===== config.mk =====
export PLATFORM = sky130hd
export DESIGN_NAME = credit_receiver_fifo
export DESIGN_NICKNAME = d
export VERILOG_FILES = /design/src/rtl/credit_receiver_fifo_pkg.sv /design/src/rtl/credit_receiver_fifo_push_lane_offsets.sv /design/src/rtl/credit_receiver_fifo.sv
export SDC_FILE = /design/constraint.sdc
export NUM_CORES = 1
export LEC_CHECK = 0
export ABC_CLOCK_PERIOD_IN_PS = 12200
export CAP_MARGIN = 10
export CELL_PAD_IN_SITES_DETAIL_PLACEMENT = 1
export CELL_PAD_IN_SITES_GLOBAL_PLACEMENT = 1
export CORE_MARGIN = 4
export CORE_UTILIZATION = 58
export DETAILED_ROUTE_END_ITERATION = 10
export DONT_BUFFER_PORTS = 1
export PLACE_DENSITY_LB_ADDON = 0.1
export SLEW_MARGIN = 40
export SYNTH_ARGS = -nofsm -noshare
export SYNTH_HDL_FRONTEND = slang
export SYNTH_SLANG_ARGS = --single-unit

===== constraint.sdc =====
create_clock -name clk_i -period 12.2 [get_ports clk_i]
set_clock_uncertainty 0.15 [all_clocks]
set_input_delay 0.61 -clock clk_i [delete_from_list [all_inputs] [get_ports clk_i]]
set_output_delay 0.61 -clock clk_i [all_outputs]
set_load 0.01 [all_outputs]

===== src/rtl/credit_receiver_fifo_pkg.sv =====
// Width helpers shared by the credit receiver FIFO and its lane-offset unit.
// Counters use the same $clog2 + 1 rule as the sender's credit counter.
package credit_receiver_fifo_pkg;

  function automatic int unsigned cnt_width(input int unsigned depth);
    return $clog2(depth) + 1;
  endfunction

  function automatic int unsigned ptr_width(input int unsigned depth);
    return (depth > 1) ? $clog2(depth) : 1;
  endfunction

endpackage


===== src/rtl/credit_receiver_fifo_push_lane_offsets.sv =====
// Per-lane prefix counts for a multi-issue push, clamped to the free slots.
// A set lane is written only if the lanes below it leave room for it.
module push_lane_offsets #(
  parameter int unsigned NumPush  = 1,
  parameter int unsigned CntWidth = 2
) (
  input  logic [NumPush-1:0]               valid_i,
  input  logic [CntWidth-1:0]              free_i,
  output logic [NumPush-1:0][CntWidth-1:0] offset_o,
  output logic [NumPush-1:0]               write_o,
  output logic [CntWidth-1:0]              n_push_o
);

  logic [CntWidth-1:0] running;

  // NOTE: every output gets a default before the loop so no latch is inferred;
  // blocking assignments are required here because running is a loop accumulator.
  always_comb begin
    running  = '0;
    offset_o = '0;
    write_o  = '0;
    for (int i = 0; i < NumPush; i++) begin
      offset_o[i] = running;
      write_o[i]  = valid_i[i] && (running < free_i);
      running     = running + CntWidth'(valid_i[i]);
    end
    n_push_o = (running > free_i) ? free_i : running;
  end

endmodule


===== src/rtl/credit_receiver_fifo.sv =====
// Consumer-side FIFO of a credit loop: multi-lane push, single pop, one credit per pop.
// Define CREDIT_RECEIVER_OVERFLOW_CHECK_EN to build the sticky overflow flag and checks.
module credit_receiver_fifo
  import credit_receiver_fifo_pkg::*;
#(
  parameter int unsigned NumPush  = 1,
  parameter int unsigned Depth    = 4,
  parameter type         data_t   = logic [31:0],
  localparam int unsigned CntWidth = cnt_width(Depth)
) (
  input  logic                      clk_i,
  input  logic                      rst_ni,
  input  logic                      flush_i,
  input  logic [NumPush-1:0]        push_valid_i,
  input  data_t [NumPush-1:0]       push_data_i,
  output logic                      out_valid_o,
  input  logic                      out_ready_i,
  output data_t                     out_data_o,
  output logic                      credit_give_o,
  output logic [CntWidth-1:0]       fill_o,
  output logic                      overflow_o
);

  localparam int unsigned PtrWidth = ptr_width(Depth);

  logic [CntWidth-1:0]              fill_q;
  logic [PtrWidth-1:0]              wr_ptr_q;
  logic [PtrWidth-1:0]              rd_ptr_q;
  logic                             credit_q;
  data_t                            mem [Depth];

  logic [CntWidth-1:0]              free;
  logic [NumPush-1:0][CntWidth-1:0] offset;
  logic [NumPush-1:0]               write;
  logic [CntWidth-1:0]              n_push;
  logic [NumPush-1:0][PtrWidth-1:0] slot;
  logic                             pop;

  // Modular add for pointers; both operands are below Depth so one subtract suffices.
  function automatic logic [PtrWidth-1:0] wrap_add(input logic [PtrWidth-1:0] ptr,
                                                   input logic [CntWidth-1:0] inc);
    logic [CntWidth:0] sum;
    sum = (CntWidth+1)'(ptr) + (CntWidth+1)'(inc);
    if (sum >= (CntWidth+1)'(Depth)) sum = sum - (CntWidth+1)'(Depth);
    return PtrWidth'(sum);
  endfunction

  // Legality is judged against pre-pop occupancy: a freed slot is not reusable until its credit returns.
  assign free = CntWidth'(Depth) - fill_q;

  push_lane_offsets #(
    .NumPush  (NumPush),
    .CntWidth (CntWidth)
  ) u_offsets (
    .valid_i  (push_valid_i),
    .free_i   (free),
    .offset_o (offset),
    .write_o  (write),
    .n_push_o (n_push)
  );

  always_comb begin
    for (int i = 0; i < NumPush; i++) begin
      slot[i] = wrap_add(wr_ptr_q, offset[i]);
    end
  end

  assign out_valid_o   = (fill_q != '0);
  assign out_data_o    = mem[rd_ptr_q];
  assign pop           = out_valid_o && out_ready_i;
  assign credit_give_o = credit_q;
  assign fill_o        = fill_q;

  // NOTE: sequential state uses non-blocking assignments so every register samples pre-edge values.
  always_ff @(posedge clk_i or negedge rst_ni) begin
    if (!rst_ni) begin
      fill_q   <= '0;
      wr_ptr_q <= '0;
      rd_ptr_q <= '0;
      credit_q <= 1'b0;
    end else if (flush_i) begin
      fill_q   <= '0;
      wr_ptr_q <= '0;
      rd_ptr_q <= '0;
      credit_q <= 1'b0;
    end else begin
      fill_q   <= fill_q + n_push - CntWidth'(pop);
      wr_ptr_q <= wrap_add(wr_ptr_q, n_push);
      if (pop) rd_ptr_q <= wrap_add(rd_ptr_q, CntWidth'(1));
      credit_q <= pop;
    end
  end

  // NOTE: the storage array is deliberately not reset; only control state is, and
  // out_valid_o masks any stale contents.
  always_ff @(posedge clk_i) begin
    if (!flush_i) begin
      for (int i = 0; i < NumPush; i++) begin
        if (write[i]) mem[slot[i]] <= push_data_i[i];
      end
    end
  end

`ifdef CREDIT_RECEIVER_OVERFLOW_CHECK_EN
  logic overflow_q;
  logic push_drop;

  assign push_drop = |(push_valid_i & ~write);

  always_ff @(posedge clk_i or negedge rst_ni) begin
    if (!rst_ni)        overflow_q <= 1'b0;
    else if (flush_i)   overflow_q <= 1'b0;
    else if (push_drop) overflow_q <= 1'b1;
  end

  assign overflow_o = overflow_q;

  illegal_push_a : assert property (@(posedge clk_i) disable iff (!rst_ni) !(push_drop && !flush_i));
  empty_pop_a    : assert property (@(posedge clk_i) disable iff (!rst_ni) !(pop && fill_q == '0));
`else
  assign overflow_o = 1'b0;
`endif

endmodule


* Word-level counts from Yosys, hierarchy flattened
Memory sizes are Yosys's and may differ from the RTL's. Index checks and enable logic that the tools add are counted.
Operators by class: add/sub/neg operators 8, order comparisons 5, muxes and demuxes 12, reduce and logical (&&, ||, !) cells 4
Operators with widths (number):
- $mux 2 | 6
- $mux 3 | 2
- $sub 2x1->2 const B | 3
- $add 2x3->4 | 1
- $ge 4x3->1 const B | 1
- $mux 1 | 4
- $add 2x1->3 const B | 1
- $add 3x3->3 | 1
- $ge 2x3->1 const B | 1
- $ge 3x3->1 const B | 1
- $gt 1x3->1 | 1
- $lt 1x3->1 const A | 1
- $reduce_bool 3->1 | 1
- $sub 3x1->3 | 1
- $sub 3x3->3 const A | 1
- $logic_and 1x1->1 | 2
- $reduce_bool 2->1 | 1
Storage, ports and cells: memory bits (writable) 128, output and inout port bits 38, memories 1, register bits 8, input port bits 37
Memories:
- mem | depth 4, width 32, rd ports 1, clocked after Yosys merged registers in 0, write ports 1, line credit_receiver_fifo.sv:30 | data_t mem [Depth];

* Longest topological paths before layout
Gate-level depths: netlist of run 1.
depth after elaboration 7, gate-level depth with buffers 14

* Modules after synthesis
A second synthesis of run 1 with hierarchy kept.
Second synthesis, totals: cell total of the unflattened synthesis 234, area, all modules 5285.1 um^2
By module, submodules not included:
- credit_receiver_fifo | cells an instance 222, sequential area each 4043.9 um^2, times used 1, area each 5195.0 um^2
- push_lane_offsets | cells an instance 12, sequential area each 0.0 um^2, times used 1, area each 90.1 um^2

* Worst setup path after synthesis of run 1
No wires, ideal clock.
path type flip-flop to flip-flop, start reg fill_q[0], in the netlist fill_o[0], end mem mem[0][0] (netlist bit) (enable), path slack 7.335 ns, data arrival time 4.213 ns, cell stages (with the launch flop) 6, clock period less this slack 4.865 ns, data required time 11.548 ns, cell sequence dfrtp_1 -> inv_1 -> ha_1 -> ha_1 -> nor3b_1 -> nor4_1
Between the ends: longest elaborated chain between the ends 6
RTL lines:
- start, declared | line credit_receiver_fifo.sv:26 | logic [CntWidth-1:0] fill_q;
- start signal, assigned | line credit_receiver_fifo.sv:87 | fill_q <= fill_q + n_push - CntWidth'(pop);
- $sub 3x3->3 | line credit_receiver_fifo.sv:49 | assign free = CntWidth'(Depth) - fill_q;
- $lt 1x3->1 | line credit_receiver_fifo_push_lane_offsets.sv:24 | write_o[i] = valid_i[i] && (running < free_i);
- $logic_and 1x1->1 | line credit_receiver_fifo_push_lane_offsets.sv:24
- $mux 1 | line credit_receiver_fifo.sv:99 | if (write[i]) mem[slot[i]] <= push_data_i[i];
- $mux 1 | line credit_receiver_fifo.sv:97 | if (!flush_i) begin
- $mux 1 (implied by the code) | line credit_receiver_fifo.sv:99
- end, declared | line credit_receiver_fifo.sv:30
Every way passes these cells.

* Worst setup path after layout of run 1
start reg fill_q[0], in the netlist fill_o[0], end reg fill_q[2], in the netlist fill_o[2]
Between the ends: longest elaborated chain between the ends 6, elaborated cells on any way between the ends 8, classes of those cells add/sub (3); order compare (1); mux (2); reduce/logical (2)
RTL lines:
- $sub 3x3->3 | line credit_receiver_fifo.sv:49
- $gt 1x3->1 | line credit_receiver_fifo_push_lane_offsets.sv:27 | n_push_o = (running > free_i) ? free_i : running;
- $mux 3 | line credit_receiver_fifo_push_lane_offsets.sv:27
- $add 3x3->3 | line credit_receiver_fifo.sv:87
- $sub 3x1->3 * | line credit_receiver_fifo.sv:87
- $mux 3 * | line credit_receiver_fifo.sv:81 | end else if (flush_i) begin
Mark *: on every way between the ends. The rest lies on a longest branch, timed or not. A chain may end at the register's enable or synchronous reset.

==> results of run 1 <==
[worst paths after layout]
check	from	endpoint	depth (start not counted)
max	fill_o[0]	fill_o[2]	14
min	flush_i	rd_ptr_q[1]	1
max reg2reg	fill_o[0]	fill_o[2]	14
min reg2reg	wr_ptr_q[1]	wr_ptr_q[1]	2
max in group asynchronous	rst_ni	rd_ptr_q[0]	1
min in group asynchronous	rst_ni	fill_o[2]	1
[where the power goes]
part           internal [mW]  leakage (nW)  switching (mW)
registers              0.563          1.26          0.0455
logic                  0.111         0.378           0.112
clock network          0.293         0.273           0.184
total                  0.967          1.92           0.342
[cell type report]
cell class | instances | share of cell area [%]
tap | 108 | 2.27
inverter | 8 | 0.505
multi-input combinational | 69 | 17.6
clock buffer | 19 | 7.08
timing repair buffer | 10 | 2.06
clock inverter | 13 | 2.46
sequential | 136 | 68.0
[registers in the layout, indices dropped and copies added, names as in the netlist]
signal	flops
credit_give_o	1
fill_o	3
mem	128
rd_ptr_q	2
wr_ptr_q	2
[worst max-delay path, delay by kind of cell (launching register included)]
family	cells	cell delay, ns
adder cells (fa/ha/maj)	5	1.34
AND/OR/NAND/NOR	3	0.59
flip-flops	1	0.49
multiplexers	1	0.27
buffers and inverters	3	0.19
XOR/XNOR	1	0.15
AO/OA/AOI/OAI	1	0.13
[cells by family after synthesis]
kind of cell,Yosys count
flops,136
mux,34
simple gates,20
buf+inv,18
fa+ha+maj,7
xor+xnor,4
compound gates,3
other cells,1
[metrics by stage]
| step | worst slack [ns] | power, mW |
|---|---|---|
| floorplan | 7.34 | 0.790 |
| global placement | 9.01 | 0.823 |
| detailed placement | 8.74 | 0.846 |
| CTS | 8.74 | 1.33 |
| global route | 8.50 | 1.37 |
| finish | 8.75 | 1.31 |
[cells in the final DEF (no fill, tap or decap)]
cell type and instances:
clkinvlp_4 2, clkinv_4 4, dfrtp_4 1, nor2_1 5, nor4b_4 1, o21a_1 1, nand3b_1 1, mux2_1 1
o21ai_0 2, buf_16 2, dfrtp_1 7, inv_6 3, nand2b_1 1, nor2b_1 5, buf_4 5, edfxtp_1 128
conb_1 1, or3b_2 1, nor4_2 2, mux4_2 32, ha_1 6, xnor2_1 3, clkbuf_16 16, fa_1 1
nor2_4 2, dlygate4sd3_1 3, xor2_1 1, clkbuf_8 1, inv_1 8, clkbuf_1 2, clkinv_2 2, bufinv_16 2
nor3b_1 1, mux2i_1 1, nand2_1 1
[metal layers]
layer,global-route usage (%),routed length (microns),vias up
met3,7.44,681,11
met1,21.6,3320,1138
met4,5.75,88,0
met5,0,0,-
met2,32.6,4850,73
li1,-,-,948
[what timing repair did]
action,4_1_cts,5_1_grt
buffers inserted,0,0
hold endpoints to repair,13,1
hold buffers,2,1
==> flow_summary.ini, run 1 <==
[synthesis]
synth_top_family_by_area = multiplexers
synth_top_area_share_pct = 74.6
synth-main-ff-cell = edfxtp_1
synthTopCellsByCount = edfxtp_1, mux4_2, dfrtp_1, inv_1, nor2_1
ys.warnings.count = 0
yosys.area_share.xor_xnor_pct = 0.680
yosys.area.top_type = edfxtp_1
syn-num-nets = 267
synth.area.top_cells = edfxtp_1, mux4_2, dfrtp_1
synth_seq_cells = 136
synthMuxAreaShare_pct = 14.4
seq_area_frac_synth_pct = 78.5
synth.distinct_cells = 25
synthArstFlopShare_pct = 5.88
yosysMostFrequentCell = edfxtp_1
synth_fa_ha_area_share_pct = 1.85
avgSynthCellArea_sq_um = 23.1
synth_edf_count = 128
synth_compound_area_share_pct = 0.340
synth_simple_gate_area_share_pct = 2.48
syn_inst = 223
syn_area_sq_um = 5150

[placement]
dp_hpwl_microns = 5820
port_buffers = 0
placed_area_sq_um = 5350
gp_congestion = 0.695
dp_cells = 328

[sta]
worstMarginPinSlew_ns = 0.682
period_share_pct = 28.3
final_max_slew_viol_count = 0
tns_ns = 0
setup_viol = 0
holdWs_ns = 0.0353
slew_headroom_pct = 54.5
rsz0062_at_grt = no
period_minus_slack_ns = 3.45
max_freq_mhz = 290
finalHoldViolations = 0

[routing]
drt_iter0_drc = 112
drt_first_pass_iters = 5
ant_nets = 0
drc = 0
vias = 2170
via_per_inst = 5.98
routed_wl_microns = 8940
wl_per_cell_microns = 24.6

[global_route]
grt_overflow_total = 0
grt_pass1_vias = 2497
grt_pass1_wl_microns = 13900
grt_max_degree = 35
track_usage_pct = 18.8
antenna_found_initial = 0

[layout]
syn_to_final_growth_pct = 15.5
antenna_cells = 0
num-fill-cells = 660
drive_gt1_share_pct = 29.8
fin_util_pct = 68.6
final_nets = 286
multi_input_comb_area_sq_um = 1050
final_cells = 363
regArea_sq_um = 4050
fin_area_sq_um = 5950

[cts]
clk_pin_slew_ns = 0.06
cts_max_path_buffers = 2
numCtsBuffers = 17
cts_root_buf = clkbuf_8
clk_latency_ns = 0.50
clock_sinks = 136
cts_htree_levels = 4
ctsResizeCount = 0
cts_tree = built

[critical_path]
cp_common_cell = ha_1
worstPathCellList = inv_1 > ha_1 > ha_1 > nor4b_4 > nand2_1 > o21a_1 > ha_1 > inv_1 > ha_1 > inv_1 > fa_1 > xnor2_1 > nor2b_1 > mux2_1
path_class = reg -> reg
cp_data_required_time_ns = 12.43
critPathArrivalTime_ns = 3.68
crit_path_end_kind = flop
crit_path_max_incr_delay_ns = 0.49
startpoint_type = flop
timing.critical_path.slowest_stage_cell = dfrtp_1
cp_max_fo = 6
reg2reg_slack_ns = 8.75

[floorplan]
die_w_microns = 102
design.die.area_sq_um = 10500
die_height_microns = 102
rows = 34
ios = 75
core_area_sq_um = 8680
initial_core_util_pct = 59.4

[power]
leakagePower_nw = 1.92
ir_drop_uv = 116
power_density_nw_per_um2 = 220

[run]
cap_viol_max_count = 0

[worst_hold_path]
hp-class = in -> reg

[run_status]
status = finished, final reports clean
(Power assumes the default switching activity.)
==> inputs of run 2 (changes only) <==
ABC_CLOCK_PERIOD_IN_PS = 3250   (was 12200)
CORE_UTILIZATION = 54   (was 58)
clock period = 3.25 ns   (was 12.2 ns; I/O delays follow)
==> flow_summary.ini, run 2 (same netlist as run 1, synthesis figures left out) <==
[floorplan]
die_height_microns = 106
core_area_sq_um = 9280
die_w_microns = 106
rows = 35
ios = 75
design.die.area_sq_um = 11200
initial_core_util_pct = 55.5

[global_route]
grt_pass1_wl_microns = 15300
grt_pass1_vias = 2698
grt_max_degree = 21
grt_overflow_total = 0
antenna_found_initial = 0
track_usage_pct = 18.6

[layout]
antenna_cells = 0
syn_to_final_growth_pct = 27.6
fin_util_pct = 70.8
drive_gt1_share_pct = 33.0
final_nets = 334
layout_commonest_cell = edfxtp_1
largest_reg_flops = 128
final_cell_mix = edfxtp_1, dlygate4sd3_1, mux4_2

[critical_path]
cp_max_fo = 5
crit_path_end_kind = flop
cp_data_required_time_ns = 3.48
critPathArrivalTime_ns = 3.37
startpoint_type = flop
path_class = reg -> reg

[power]
power_density_nw_per_um2 = 806
leakagePower_nw = 2.17
ir_drop_uv = 423

[placement]
gp_congestion = 0.683
dp_hpwl_microns = 5890
port_buffers = 0

[routing]
ant_nets = 0
wl_met1_microns = 3660
drt_first_pass_iters = 4
vias = 2342
routed_wl_microns = 9330
via_per_inst = 5.42
drt_iter0_drc = 169
maxUsedRoutingLayer = met4
routed-wl-met2_microns = 5070
wl_met3_microns = 530
drc = 0
wl_per_cell_microns = 21.6

[worst_hold_path]
hp-class = in -> reg

[cts]
numCtsBuffers = 17
clk_pin_slew_ns = 0.06
clk_latency_ns = 0.50
cts_htree_levels = 4
cts_max_path_buffers = 2
cts_tree = built
cts_root_buf = clkbuf_8
clock_sinks = 136

[sta]
holdWs_ns = 0.0759
worstMarginPinSlew_ns = 0.789
finalHoldViolations = 0
period_share_pct = 96.4
period_minus_slack_ns = 3.13
slew_headroom_pct = 47.3
max_freq_mhz = 319
setup_viol = 0
final_max_slew_viol_count = 0

[run_status]
status = finished, final reports clean

[run]
cap_viol_max_count = 0
[run 2: changes by cell type in the layout (fill, tap and decap cells not counted), sizes merged]
cell / previous run / this run
buf: 7 / 20
clkinv: 6 / 7
clkbuf: 19 / 18
clkinvlp: 2 / 0
bufinv: 2 / 4
dlygate4sd3: 3 / 38
[run 2: area by class of cell]
type | count | area, sq um
fillers | 715 | 2710
clock buffers | 18 | 418
well taps | 129 | 161
multi-input cells | 69 | 1130
clock inverters | 14 | 195
repair buffers | 58 | 589
inverters | 8 | 30.0
flip-flops and latches | 136 | 4050
[run 2: path summary, 6_finish.rpt]
check	start	endpoint	slack [ns]	depth (start not counted)
min	push_valid_i	wr_ptr_q[0]	0.08	4
max reg2reg	fill_o[0]	fill_o[2]	0.12	13
max	fill_o[0]	fill_o[2]	0.12	13
min reg2reg	wr_ptr_q[1]	wr_ptr_q[1]	0.56	2
max in group asynchronous	rst_ni	rd_ptr_q[0]	2.24	2
min in group asynchronous	rst_ni	credit_give_o	0.41	2
[run 2: timing repair]
item / 4_1_cts / 5_1_grt
pin swaps: 0 / 6
buffers inserted: 1 / 4
setup endpoints to repair: 1 / 1
resized for setup: 0 / 12
hold buffers: 38 / 0
endpoints found under the hold margin: 151 / 0
[run 2: per-stage QoR]
stage	instances	instance area (sq um)	setup TNS [ns]	total power [mW]	setup WS (ns)
detailed placement	357	5470	-0.0510	3.23	-0.0510
finish	432	6570	0	5.30	0.118
floorplan	223	5170	-38.05	2.97	-0.325
global route	432	6570	-0.00497	5.58	-0.00497
global placement	350	5360	0	3.13	0.229
CTS	428	6470	0	5.25	0.0612
[run 2: worst max-delay path, stage by stage (launching register included)]
cell     delay [ns]
dfrtp_1        0.41
buf_4          0.18
ha_4           0.22
nor4b_4        0.32
buf_4          0.18
o21a_1         0.18
ha_4           0.21
inv_2          0.05
ha_2           0.14
inv_1          0.05
fa_2           0.37
xnor2_2        0.15
nor2b_1        0.13
mux2_4         0.27
[run 2: where the power goes]
| part | switching [mW] | leakage (nW) | total, mW | internal, mW |
|---|---|---|---|---|
| Combinational | 0.562 | 0.603 | 1.13 | 0.573 |
| Sequential | 0.119 | 1.26 | 2.23 | 2.11 |
| Clock | 0.681 | 0.302 | 1.93 | 1.25 |
[run 2: routing by layer]
metal	track usage, %	up-vias
met2	31.4	63
met3	6.12	8
met1	22.9	1219
met5	0	-
li1	-	1052
met4	5.83	0
==> inputs of run 3 (changes only) <==
ABC_CLOCK_PERIOD_IN_PS = 3100   (was 3250)
clock period = 3.1 ns   (was 3.25 ns; I/O delays follow)
==> flow_summary.ini, run 3 (same netlist as run 1, synthesis figures left out) <==
[cts]
clk_pin_slew_ns = 0.06
numCtsBuffers = 17
clk_latency_ns = 0.50
cts_root_buf = clkbuf_8
cts_htree_levels = 4
cts_tree = built
clock_sinks = 136
cts_max_path_buffers = 2

[sta]
final_max_slew_viol_count = 0
period_share_pct = 99.9
worstMarginPinSlew_ns = 0.707
holdWs_ns = 0.110
postLayoutSetupSlackWorst_ns = 0.00291
finalHoldViolations = 0
slew_headroom_pct = 52.9
setup_viol = 0
max_freq_mhz = 323
period_minus_slack_ns = 3.10
tns_ns = 0
rsz0062_at_grt = yes

[critical_path]
critPathTopFamily = adder cells
crit_path_end_kind = flop
r2r-end = fill_o[2]
timing.critical_path.slowest_stage_cell = dfrtp_2
startpoint_type = flop
critPathArrivalTime_ns = 3.33
crit_path_max_incr_delay_ns = 0.38
path_class = reg -> reg
cp_max_fo = 2
cp-startpoint = fill_o[0]
ff2ff_path_depth = 14
cp_data_required_time_ns = 3.33
reg2reg_slack_ns = 0.003
r2r-start = fill_o[0]
worstPathCellList = inv_2 > ha_4 > ha_4 > nor4b_4 > nand2_1 > o21a_1 > ha_1 > inv_1 > ha_2 > inv_2 > fa_2 > xnor2_2 > nor2b_4 > mux2_4
crit_buf_inv = 3

[worst_hold_path]
holdPathStages = 4
hp-class = in -> reg
min_to = wr_ptr_q[0]
worstHoldStart = push_valid_i

[routing]
vias = 2391
ant_nets = 0
wl_per_cell_microns = 22.3
drc = 0
routed_wl_microns = 9610
drt_first_pass_iters = 4
via_per_inst = 5.53
drt_iter0_drc = 110

[placement]
dpl_worst_slack_ns = -0.0915
dp_hpwl_microns = 6380
gp_congestion = 0.744
port_buffers = 0

[run]
cap_viol_max_count = 0

[layout]
largest_reg_flops = 128
antenna_cells = 0
num-fill-cells = 714
regArea_sq_um = 4050
final_nets = 335
final_cell_mix = edfxtp_1, dlygate4sd3_1, mux4_2
drive_gt1_share_pct = 34.0
multi_input_comb_area_sq_um = 1130
syn_to_final_growth_pct = 27.7
layout_commonest_cell = edfxtp_1

[floorplan]
design.die.area_sq_um = 11200
die_height_microns = 106
die_w_microns = 106
rows = 35
core_area_sq_um = 9280
initial_core_util_pct = 55.5
ios = 75

[global_route]
grt_max_degree = 20
antenna_found_initial = 0
grt_pass1_wl_microns = 15400
grt_pass1_vias = 2725
grt_overflow_total = 0
track_usage_pct = 18.8

[power]
switching_share_pct = 25.9
p_sw_mw = 1.45
pwr-share-comb_pct = 21.9
internal_power_mw = 4.16
clkPwrFrac_pct = 36.4
power_density_nw_per_um2 = 852
seqPwrFrac_pct = 41.7
ir_drop_uv = 571
leakagePower_nw = 2.17

[run_status]
status = finished, final reports clean
==> run 3: changes by cell type in the layout (fill, tap and decap cells not counted), moves of 2 or more <==
cell | previous run | this run
clkinv_2 | 2 | 0
buf_12 | 0 | 3
buf_8 | 2 | 4
buf_16 | 2 | 0
clkinvlp_4 | 0 | 2
==> run 3: layout make-up <==
cell class,count,share of cell area [%]
inverters,8,0.456
clock inverters,13,2.98
well taps,129,2.45
repair buffers,59,9.16
flip-flops and latches,136,61.5
multi-input cells,69,17.1
clock buffers,18,6.35
==> run 3: how the worst max path moves through the flow <==
stage	endpoint	slack, ns	cells after the start
after floorplan	mem[1][0]	-0.42	6
after global placement	fill_o[2]	0.15	14
after detailed placement	fill_o[2]	-0.09	14
after CTS	fill_o[2]	0.02	14
after global routing	fill_o[2]	-0.12	14
final	fill_o[2]	0.003	14
==> run 3: layer usage <==
layer / vias to the layer above / track usage (%) / part of all wire, %
met5: - / 0 / 0
met2: 64 / 32.4 / 55
met1: 1270 / 23.2 / 39
met4: 0 / 4.16 / 0.95
li1: 1051 / - / -
met3: 6 / 6.18 / 4.3
==> run 3: through the flow <==
stage          util, %  area, sq um  instances  total power, mW
2_1_floorplan        -         5170        223             3.11
4_1_cts           70.3         6530        429             5.59
5_1_grt           70.9         6580        432             5.88
6_report          70.9         6580        432             5.61
3_3_place_gp      58.2         5400        350             3.33
3_5_place_dp      59.2         5490        358             3.44
==> run 3: repair_timing <==
| action | in CTS | in global routing |
|---|---|---|
| buffers inserted | 3 | 3 |
| gates resized for setup | 4 | 9 |
| setup endpoints to repair | 1 | 1 |
| pin swaps | 2 | 7 |
| hold buffers | 37 | 0 |
| hold endpoints to repair | 152 | 0 |
==> run 3: power groups by stage <==
stage / clock, mW / combinational [mW] / sequential (mW)
final: 2.04 / 1.23 / 2.34
after global routing: 2.18 / 1.34 / 2.36
after floorplan: 0 / 0.805 / 2.31
after CTS: 2.08 / 1.18 / 2.34
after global placement: 0 / 0.968 / 2.36
after detailed placement: 0 / 1.06 / 2.38
==> run 3: worst min-delay path, cell delays in order <==
cell     delay [ns]
inv_1          0.07
o21ai_0        0.24
ha_1           0.13
nor2b_1        0.12
